<file path="src/rtl/keyboard_pkg.sv">
// Shared constants for the keyboard scancode queue.
package keyboard_pkg;

    localparam logic [7:0] SC_LSHIFT  = 8'h12;
    localparam logic [7:0] SC_RSHIFT  = 8'h59;
    localparam logic [7:0] SC_EXT     = 8'hE0;
    localparam logic [7:0] SC_BREAK   = 8'hF0;
    localparam logic [7:0] ASCII_NONE = 8'h00;

    localparam int unsigned DEPTH_DEFAULT = 16;

    // Codes that are protocol framing rather than keys; never produce a character.
    function automatic logic sc_ignored(input logic [7:0] code);
        return (code == 8'h00) || (code == SC_EXT) || (code == SC_BREAK);
    endfunction

endpackage

</file>
<file path="src/rtl/keycode_ascii.sv">
// Set-2 scancode to ASCII translation table (letters, digits, space, enter, backspace).
module keycode_ascii
    import keyboard_pkg::*;
(
    input  logic [7:0] code,
    input  logic       shift,
    output logic [7:0] ascii
);

    logic [7:0] letter;

    // Lower-case letter lookup; upper case is derived by offset.
    always_comb begin
        letter = ASCII_NONE;
        case (code)
            8'h1C: letter = "a";  8'h32: letter = "b";  8'h21: letter = "c";
            8'h23: letter = "d";  8'h24: letter = "e";  8'h2B: letter = "f";
            8'h34: letter = "g";  8'h33: letter = "h";  8'h43: letter = "i";
            8'h3B: letter = "j";  8'h42: letter = "k";  8'h4B: letter = "l";
            8'h3A: letter = "m";  8'h31: letter = "n";  8'h44: letter = "o";
            8'h4D: letter = "p";  8'h15: letter = "q";  8'h2D: letter = "r";
            8'h1B: letter = "s";  8'h2C: letter = "t";  8'h3C: letter = "u";
            8'h2A: letter = "v";  8'h1D: letter = "w";  8'h22: letter = "x";
            8'h35: letter = "y";  8'h1A: letter = "z";
            default: letter = ASCII_NONE;
        endcase
    end

    // Final character: letters, then digit row with shifted symbols, then control keys.
    always_comb begin
        ascii = ASCII_NONE;
        if (letter != ASCII_NONE) begin
            ascii = shift ? (letter - 8'h20) : letter;
        end else begin
            case (code)
                8'h16: ascii = shift ? "!" : "1";
                8'h1E: ascii = shift ? "@" : "2";
                8'h26: ascii = shift ? "#" : "3";
                8'h25: ascii = shift ? "$" : "4";
                8'h2E: ascii = shift ? "%" : "5";
                8'h36: ascii = shift ? "^" : "6";
                8'h3D: ascii = shift ? "&" : "7";
                8'h3E: ascii = shift ? "*" : "8";
                8'h46: ascii = shift ? "(" : "9";
                8'h45: ascii = shift ? ")" : "0";
                8'h29: ascii = 8'h20;
                8'h5A: ascii = 8'h0A;
                8'h66: ascii = 8'h08;
                default: ascii = ASCII_NONE;
            endcase
        end
    end

endmodule

</file>
<file path="src/rtl/keyboard_queue.sv">
// Detects keyboard make/break events, tracks Shift and queues ASCII in a fall-through FIFO.
module keyboard_queue
    import keyboard_pkg::*;
#(
    parameter int unsigned DEPTH = DEPTH_DEFAULT
) (
    input  logic                     clk,
    input  logic                     rst,
    input  logic [7:0]               keycode,
    input  logic [7:0]               key_status,
    input  logic                     rd_en,
    input  logic                     ovf_clr,
    output logic [7:0]               rd_data,
    output logic                     empty,
    output logic [$clog2(DEPTH):0]   count,
    output logic                     overflow
);

    localparam int unsigned PTR_W = $clog2(DEPTH);
    localparam int unsigned CNT_W = PTR_W + 1;

    logic [8:0]       in_q, in_d;
    logic [8:0]       prev_q, prev_d;
    logic             lshift_q, lshift_d, rshift_q, rshift_d;
    logic             ev_valid_q, ev_valid_d;
    logic [7:0]       ev_ascii_q, ev_ascii_d;
    logic [PTR_W-1:0] wr_ptr_q, wr_ptr_d, rd_ptr_q, rd_ptr_d;
    logic [CNT_W-1:0] count_q, count_d;
    logic             overflow_q, overflow_d;
    logic [7:0]       mem_q [DEPTH];

    logic [7:0] in_code;
    logic       in_brk;
    logic [7:0] map_ascii;
    logic       full, do_pop, do_push, drop;
    logic       unused_status;

    assign unused_status = ^key_status[7:1];
    assign in_code = in_q[7:0];
    assign in_brk  = in_q[8];
    assign in_d    = {key_status[0], keycode};

    keycode_ascii u_keycode_ascii (
        .code  (in_code),
        .shift (lshift_q | rshift_q),
        .ascii (map_ascii)
    );

    // Event detect, shift tracking and translation into the stage-2 registers.
    always_comb begin
        prev_d     = prev_q;
        lshift_d   = lshift_q;
        rshift_d   = rshift_q;
        ev_valid_d = 1'b0;
        ev_ascii_d = ASCII_NONE;
        if (in_q != prev_q) begin
            prev_d = in_q;
            if (!sc_ignored(in_code)) begin
                if (in_code == SC_LSHIFT) begin
                    lshift_d = !in_brk;
                end else if (in_code == SC_RSHIFT) begin
                    rshift_d = !in_brk;
                end else if (!in_brk && (map_ascii != ASCII_NONE)) begin
                    ev_valid_d = 1'b1;
                    ev_ascii_d = map_ascii;
                end
            end
        end
    end

    // FIFO control; a pop on an empty FIFO is ignored even when a write arrives.
    always_comb begin
        full       = (count_q == CNT_W'(DEPTH));
        do_pop     = rd_en && (count_q != '0);
        do_push    = ev_valid_q && (!full || do_pop);
        drop       = ev_valid_q && full && !do_pop;
        wr_ptr_d   = do_push ? wr_ptr_q + 1'b1 : wr_ptr_q;
        rd_ptr_d   = do_pop ? rd_ptr_q + 1'b1 : rd_ptr_q;
        count_d    = count_q;
        if (do_push && !do_pop) begin
            count_d = count_q + 1'b1;
        end else if (do_pop && !do_push) begin
            count_d = count_q - 1'b1;
        end
        // A drop in the same cycle as a clear keeps the flag set.
        overflow_d = drop ? 1'b1 : (ovf_clr ? 1'b0 : overflow_q);
    end

    // Pipeline, shift and FIFO control state.
    always_ff @(posedge clk or posedge rst) begin
        if (rst) begin
            in_q       <= 9'h000;
            prev_q     <= 9'h100;
            lshift_q   <= 1'b0;
            rshift_q   <= 1'b0;
            ev_valid_q <= 1'b0;
            ev_ascii_q <= ASCII_NONE;
            wr_ptr_q   <= '0;
            rd_ptr_q   <= '0;
            count_q    <= '0;
            overflow_q <= 1'b0;
        end else begin
            in_q       <= in_d;
            prev_q     <= prev_d;
            lshift_q   <= lshift_d;
            rshift_q   <= rshift_d;
            ev_valid_q <= ev_valid_d;
            ev_ascii_q <= ev_ascii_d;
            wr_ptr_q   <= wr_ptr_d;
            rd_ptr_q   <= rd_ptr_d;
            count_q    <= count_d;
            overflow_q <= overflow_d;
        end
    end

    // FIFO storage; contents are qualified by count so no reset is needed.
    always_ff @(posedge clk) begin
        if (do_push) begin
            mem_q[wr_ptr_q] <= ev_ascii_q;
        end
    end

    assign empty    = (count_q == '0);
    assign count    = count_q;
    assign overflow = overflow_q;
    assign rd_data  = empty ? ASCII_NONE : mem_q[rd_ptr_q];

endmodule

</file>
<file path="config.mk">
export PLATFORM = sky130hd
export DESIGN_NAME = keyboard_queue
export DESIGN_NICKNAME = d
export VERILOG_FILES = /design/src/rtl/keyboard_pkg.sv /design/src/rtl/keycode_ascii.sv /design/src/rtl/keyboard_queue.sv
export SDC_FILE = /design/constraint.sdc
export NUM_CORES = 1
export LEC_CHECK = 0
export BUFFER_PORTS_ARGS = -buffer_cell sky130_fd_sc_hd__clkbuf_2
export CAP_MARGIN = 15
export CORE_MARGIN = 2
export CORE_UTILIZATION = 56
export CTS_CLUSTER_DIAMETER = 120
export CTS_CLUSTER_SIZE = 12
export DETAILED_ROUTE_END_ITERATION = 10
export MAX_ROUTING_LAYER = met4
export PLACE_DENSITY_LB_ADDON = 0.1
export REMOVE_ABC_BUFFERS = 1
export SKIP_LAST_GASP = 1
export SLEW_MARGIN = 10
export SYNTH_ARGS = -nofsm -noshare
export SYNTH_HDL_FRONTEND = slang
export SYNTH_HIERARCHICAL = 1
export SYNTH_SLANG_ARGS = --single-unit
</file>
<file path="constraint.sdc">
create_clock -name clk -period 3.3 [get_ports clk]
set_input_delay 0 -clock clk [delete_from_list [all_inputs] [get_ports clk]]
set_output_delay 0 -clock clk [all_outputs]
set_load 0.01 [all_outputs]
</file>
### Yosys cells after proc, flatten, opt, wreduce, memory -nomap -nowiden

Memory sizes are Yosys's and may differ from the RTL's.
Cells that the tools add are included.

| storage, ports and cells | value |
|---|---|
| bits in read-only memories | 896 |
| register bits after elaboration | 43 |
| output and inout bits | 15 |
| latch bits | 0 |
| input port bits | 20 |
| memories kept | 2 |
| word-level logic and storage cells | 93 |
| memory bits (writable) | 128 |

| operators by class | value |
|---|---|
| order comparisons | 0 |
| $mul | 0 |
| reduce and logical (&&, ||, !) cells | 23 |
| $add $sub $neg | 5 |
| divide/modulo/power cells | 0 |
| equality and inequality tests | 19 |
| muxes and demuxes | 31 |
| shift-type cells | 0 |
| bitwise operators | 3 |

Memories:

| memory | words | width | rd ports | clocked after memory_dff | wr ports | RTL line | text |
|---|---|---|---|---|---|---|---|
| (no name shown) | 128 | 7 | 1 | 0 | 0 | keycode_ascii.sv:15 | `case (code)` |
| mem_q | 16 | 8 | 1 | 0 | 1 | keyboard_queue.sv:30 | `logic [7:0] mem_q [DEPTH];` |

Operator list:

| cell | number |
|---|---|
| one-hot mux 8 bit (13 select lines) | 1 |
| two-way mux 8 bit | 9 |
| == test 8 x 6 -> 1 bit (second input constant) | 7 |
| two-way mux 5 bit | 10 |
| == test 8 x 7 -> 1 bit (second input constant) | 5 |
| == test 8 x 5 -> 1 bit (second input constant) | 3 |
| == test 8 bit (second input constant) | 2 |
| nonzero test 8 bit | 2 |
| two-way mux 7 bit | 2 |
| two-way mux 1 bit | 9 |
| != test 9 bit | 1 |
| adder 4 x 1 -> 4 bit (second input constant) | 2 |
| logical NOT 8 bit | 1 |
| subtractor 8 x 6 -> 8 bit (second input constant) | 1 |
| logical AND 1 bit | 7 |
| adder 5 x 1 -> 5 bit (second input constant) | 1 |
| == test 5 bit (second input constant) | 1 |
| logical NOT 5 bit | 1 |
| nonzero test 5 bit | 1 |
| subtractor 5 x 1 -> 5 bit (second input constant) | 1 |
| logical NOT 1 bit | 4 |
| AND reduction 4 bit | 1 |
| nonzero test 2 bit | 2 |
| logical OR 1 bit | 3 |
| 3 further kinds | 4 |

### Longest topological paths before layout

An unclocked memory read counts as a cell.

| depth | value |
|---|---|
| depth in word-level cells | 12 |
| mapped depth | 16 |
| mapped depth without buffers | 14 |

### Modules after synthesis

The synthesis kept the hierarchy.

By module, submodules not included:

| module | sequential area each (µm²) | instances | cells each | area each (µm²) |
|---|---|---|---|---|
| keyboard_queue | 4,921.0 | 1 | 369 | 6,810.3 |
| keycode_ascii | 0.0 | 1 | 180 | 1,231.2 |

### Worst setup path after synthesis

OpenSTA, ideal clock, no wires.

| path | value |
|---|---|
| kind | register to register |
| start | register in_q[1] |
| end | register ev_ascii_q[0] |
| setup slack | 0.077 ns |
| clock period less this slack | 3.223 ns |
| setup time | 0.089 ns |
| stages on the path, launching flop included | 15 |
| arrival time | 3.134 ns |
| buffers on the path | 2 |
| required time | 3.211 ns |
| cell sequence | dfrtp_1 clkbuf_1 inv_1 ha_1 buf_2 mux2_1 o2111ai_1 nand3_1 a211o_1 nor4_4 mux2i_1 nor4_1 a21oi_1 o211ai_2 nor3b_1 |

| on the way | value |
|---|---|
| word-level cells in the longest chain between the ends | 12 |
| elaborated cells between the ends (all ways) | 35 |
| classes of those cells | add/sub: 1; eq/ne: 18; mux: 9; reduce/logical: 6; memory: 1 |

Ends and longest elaborated chain:

| element | RTL line | text |
|---|---|---|
| start: declaration | keyboard_queue.sv:22 | `logic [8:0] in_q, in_d;` |
| start signal: assignment | keyboard_queue.sv:103 | `in_q <= in_d;` |
| memory read (128 x 7 bit) | - |  |
| two-way mux 8 bit | keycode_ascii.sv:15 |  |
| subtractor 8 x 6 -> 8 bit | keycode_ascii.sv:33 | `ascii = shift ? (letter - 8'h20) : letter;` |
| two-way mux 8 bit | keycode_ascii.sv:33 |  |
| two-way mux 8 bit * | keycode_ascii.sv:32 | `if (letter != ASCII_NONE) begin` |
| net map_ascii[5] | keyboard_queue.sv:34 | `logic [7:0] map_ascii;` |
| nonzero test 8 bit * | keyboard_queue.sv:63 | `end else if (!in_brk && (map_ascii != ASCII_NONE)) begin` |
| logical AND 1 bit * | keyboard_queue.sv:63 |  |
| two-way mux 8 bit * | keyboard_queue.sv:63 |  |
| two-way mux 8 bit * | keyboard_queue.sv:61 | `end else if (in_code == SC_RSHIFT) begin` |
| two-way mux 8 bit * | keyboard_queue.sv:59 | `if (in_code == SC_LSHIFT) begin` |
| two-way mux 8 bit * | keyboard_queue.sv:58 | `if (!sc_ignored(in_code)) begin` |
| two-way mux 8 bit * | keyboard_queue.sv:56 | `if (in_q != prev_q) begin` |
| net ev_ascii_d[0] | keyboard_queue.sv:26 | `logic [7:0] ev_ascii_q, ev_ascii_d;` |
| end signal: assignment | keyboard_queue.sv:108 | `ev_ascii_q <= ev_ascii_d;` |
| end: declaration | keyboard_queue.sv:26 |  |

Mark *: on every way through the listed nets, which the timed path passes. The rest lies on a longest branch.
A chain may end at the register's enable or synchronous reset.

### Worst setup path after layout

| path | value |
|---|---|
| start | register in_q[5] |
| end | register ev_ascii_q[2] |

The elaborated chain is that of the path after synthesis.

==> metrics.txt <==
outcome complete, no violations; Die X 124 um; Max clock buf depth 2; worst-margin pin slew 1110 ps; worst-skew pair later-pin latency 420 ps; # DRC 0; Vias 4,821; antenna violations before repair 0; most common cell in the netlist edfxtp_1; ys async rst share 25.1%; Clock transition at path regs 60 ps; crit path DAT 3390 ps; HP Class input port to asynchronous set/reset pin; DRT Pass-1 Iters 5; vias in the first global route 4,818; crit path buf inv count 2; post-synth cell types 75; Antenna Violating Nets Remaining 0; WL/cell 20.6 um; htree depth 4; Rows 43; Req. time, crit path 3550 ps; clk sinks 171; Max Clock Freq 0.318 GHz; Cell Count, Final, Fillers Out 796; FF-to-FF setup slack 160 ps; met3 WL 754 um; Rel. slew slack 25.2%; Ys Warns 6; Met2 Wirelength 8510 um; largest net degree at the start of global routing 44; number of buffers created by CTS 17; Layout Utilization 66.2%; hpwl dp 10,600 um; pre-CTS setup slack -0.642 ps; Synth area leader edfxtp_1; WL final 16,400 um; Final Cell Area 0.00922 sq mm; Cell Area, Placed 0.00842 sq mm; Post-Synthesis Cells 549; GRT Util Overall 24.2%; Layout Nets 642; PnR worst setup slack 157 ps; Crit path max-delay family simple AND/OR/NAND/NOR gates; Fill cells 1,007; IO Pins 35; final hold violation count 0; kind of critical path flip-flop to flip-flop; final setup fails 0; Top FF cell, synth edfxtp_1; Synth area leaders edfxtp_1 48%, dfrtp_1 13%, mux4_2 9.0%, mux2i_1 3.2%, ha_1 2.8%; Via-to-Cell Ratio 6.06; ANT cells 0; Synth top area share 47.8%; footprint of the multi-input gates 0.00288 sq mm; CP Capture Type flip-flop; Die Height 124 um; PwrDens 700 mW/mm^2; area growth from synthesis to layout 14.7%; initial DRC count 363; register area 0.00493 sq mm; highest metal used met4; final clock skew 5.38 ps; Leak 3.42 nW; max-slew violations 0; IO Port Bufs 27; Slowest Stage Delay on Critical Path 550 ps; crit path launch type flip-flop; first-pass GRT wire length 26,200 um; Root Buffer clkbuf_16; Die ar. 0.0153 sq mm; post-synthesis sequential element count 171; Tcrit/Tclk final 95.2%; layout cells sized above 1 25.0%; number of synthesized flops with an enable pin 128; worst hold slack 215 ps; CP cell instances or4b_1 > a311o_1 > nand3_1 > a211o_1 > nor4_4 > buf_6 > a221o_1 > nor4_1 > a21oi_1 > buf_4 > o211ai_4 > nor3b_1; Overflow after GRT 0; placed cell count 747; CTS tree yes; Placer Congestion 0.923; Synth Area per Inst 14.6 sq um; maximum vdd drop 0.486 mV; Tmin final 3140 ps; core area 0.0139 sq mm; initial core utilization 57.7%; top fanout value on the critical path 14; max cap viols 0; Critical Path Slowest Stage Cell dfrtp_1; Cell Area, Synth 0.00804 sq mm; Seq/Total Area, Yosys 61.2%; synth cell count leaders 128 x edfxtp_1, 42 x dfrtp_1, 32 x mux4_2; Met1 Wirelength 6960 um
layout by cell type (no fill, tap or decap), types with 4 or more instances in the layout:
cell type,n
and2_1,5
o21ai_0,12
dfrtp_2,4
dlygate4sd3_1,13
clkbuf_2,27
xnor2_1,18
inv_1,20
nor4_1,8
nor2b_1,11
nor3_1,5
o22ai_1,10
nor3b_1,6
mux2_2,4
edfxtp_1,128
mux2i_1,25
inv_6,6
dfrtp_1,38
a21oi_1,12
nand2b_1,14
clkbuf_16,17
nor2_1,20
ha_1,16
buf_4,33
nand3_1,14
mux4_2,32
nand2_1,21
a21o_1,4
report_power, final:
group | leakage [nW] | internal, mW | total [mW] | switching [mW]
clock network | 0.277 | 1.12 | 1.95 | 0.830
registers | 1.71 | 2.47 | 2.68 | 0.202
logic | 1.43 | 0.893 | 1.83 | 0.932
total | 3.42 | 4.49 | 6.45 | 1.96
area by class of cell:
class,instances,area share [%]
clock buffers,17,4.61
clock inverters,15,1.74
inverters,22,0.923
multi-input cells,317,31.2
flip-flops and latches,171,53.4
well taps,180,2.44
repair buffers,74,5.68
worst register-to-register path, cell delays in order (launching register included):
cell and delay, ps:
dfrtp_1 550, or4b_1 540, a311o_1 310, nand3_1 140, a211o_1 160, nor4_4 50
buf_6 150, a221o_1 300, nor4_1 310, a21oi_1 100, buf_4 160, o211ai_4 100
nor3b_1 100
logic make-up (layout without fill, tap and decap cells):
family,count (synthesis),in the layout,share of synthesized area [%]
muxes,64,64,13.0
and+or+nand+nor,132,132,9.60
adders and majority gates,19,19,3.05
buffers and inverters,62,128,3.75
xor gates and xnor gates,20,20,2.18
DFF,171,171,61.2
AOI/OAI and AO/OA,81,82,7.19
path summary, 6_finish.rpt:
| check | startpoint | endpoint | cells past startpoint |
|---|---|---|---|
| setup / recovery | in_q[5] | ev_ascii_q[2] | 12 |
| hold / removal | rst | count[0] | 4 |
| setup reg to reg | in_q[5] | ev_ascii_q[2] | 12 |
| hold reg to reg | in_q[0] | prev_q[0] | 0 |
| max in group asynchronous | rst | in_q[4] | 4 |
| min in group clk | keycode[1] | in_q[1] | 2 |
per-stage QoR:
| stage | total power [mW] | setup TNS (ps) |
|---|---|---|
| after floorplan | 3.96 | 0 |
| after global placement | 4.50 | 0 |
| after detailed placement | 4.54 | -0.642 |
| after CTS | 6.50 | 0 |
| after global routing | 6.77 | -195 |
| final | 6.45 | 0 |
what timing repair did:
item,CTS,global route
setup buffers,0,3
cloned,0,1
gates resized for setup,1,12
hold buffers,13,0
pin swaps,0,1
hold endpoints to repair,56,0
setup endpoints to repair,7,9
sequential cells by signal, indices dropped and copies added (netlist names):
signal	flops
rshift_q	1
prev_q	9
rd_ptr_q	4
lshift_q	1
ev_valid_q	1
overflow	1
ev_ascii_q	8
count	5
in_q	9
mem_q	128
wr_ptr_q	4
routing by layer:
metal,track usage [%],vias up
met2,40.4,154
met5,-,-
met4,7.46,0
li1,-,2219
met3,4.53,22
met1,30.5,2426
(Power assumes the default switching activity.)
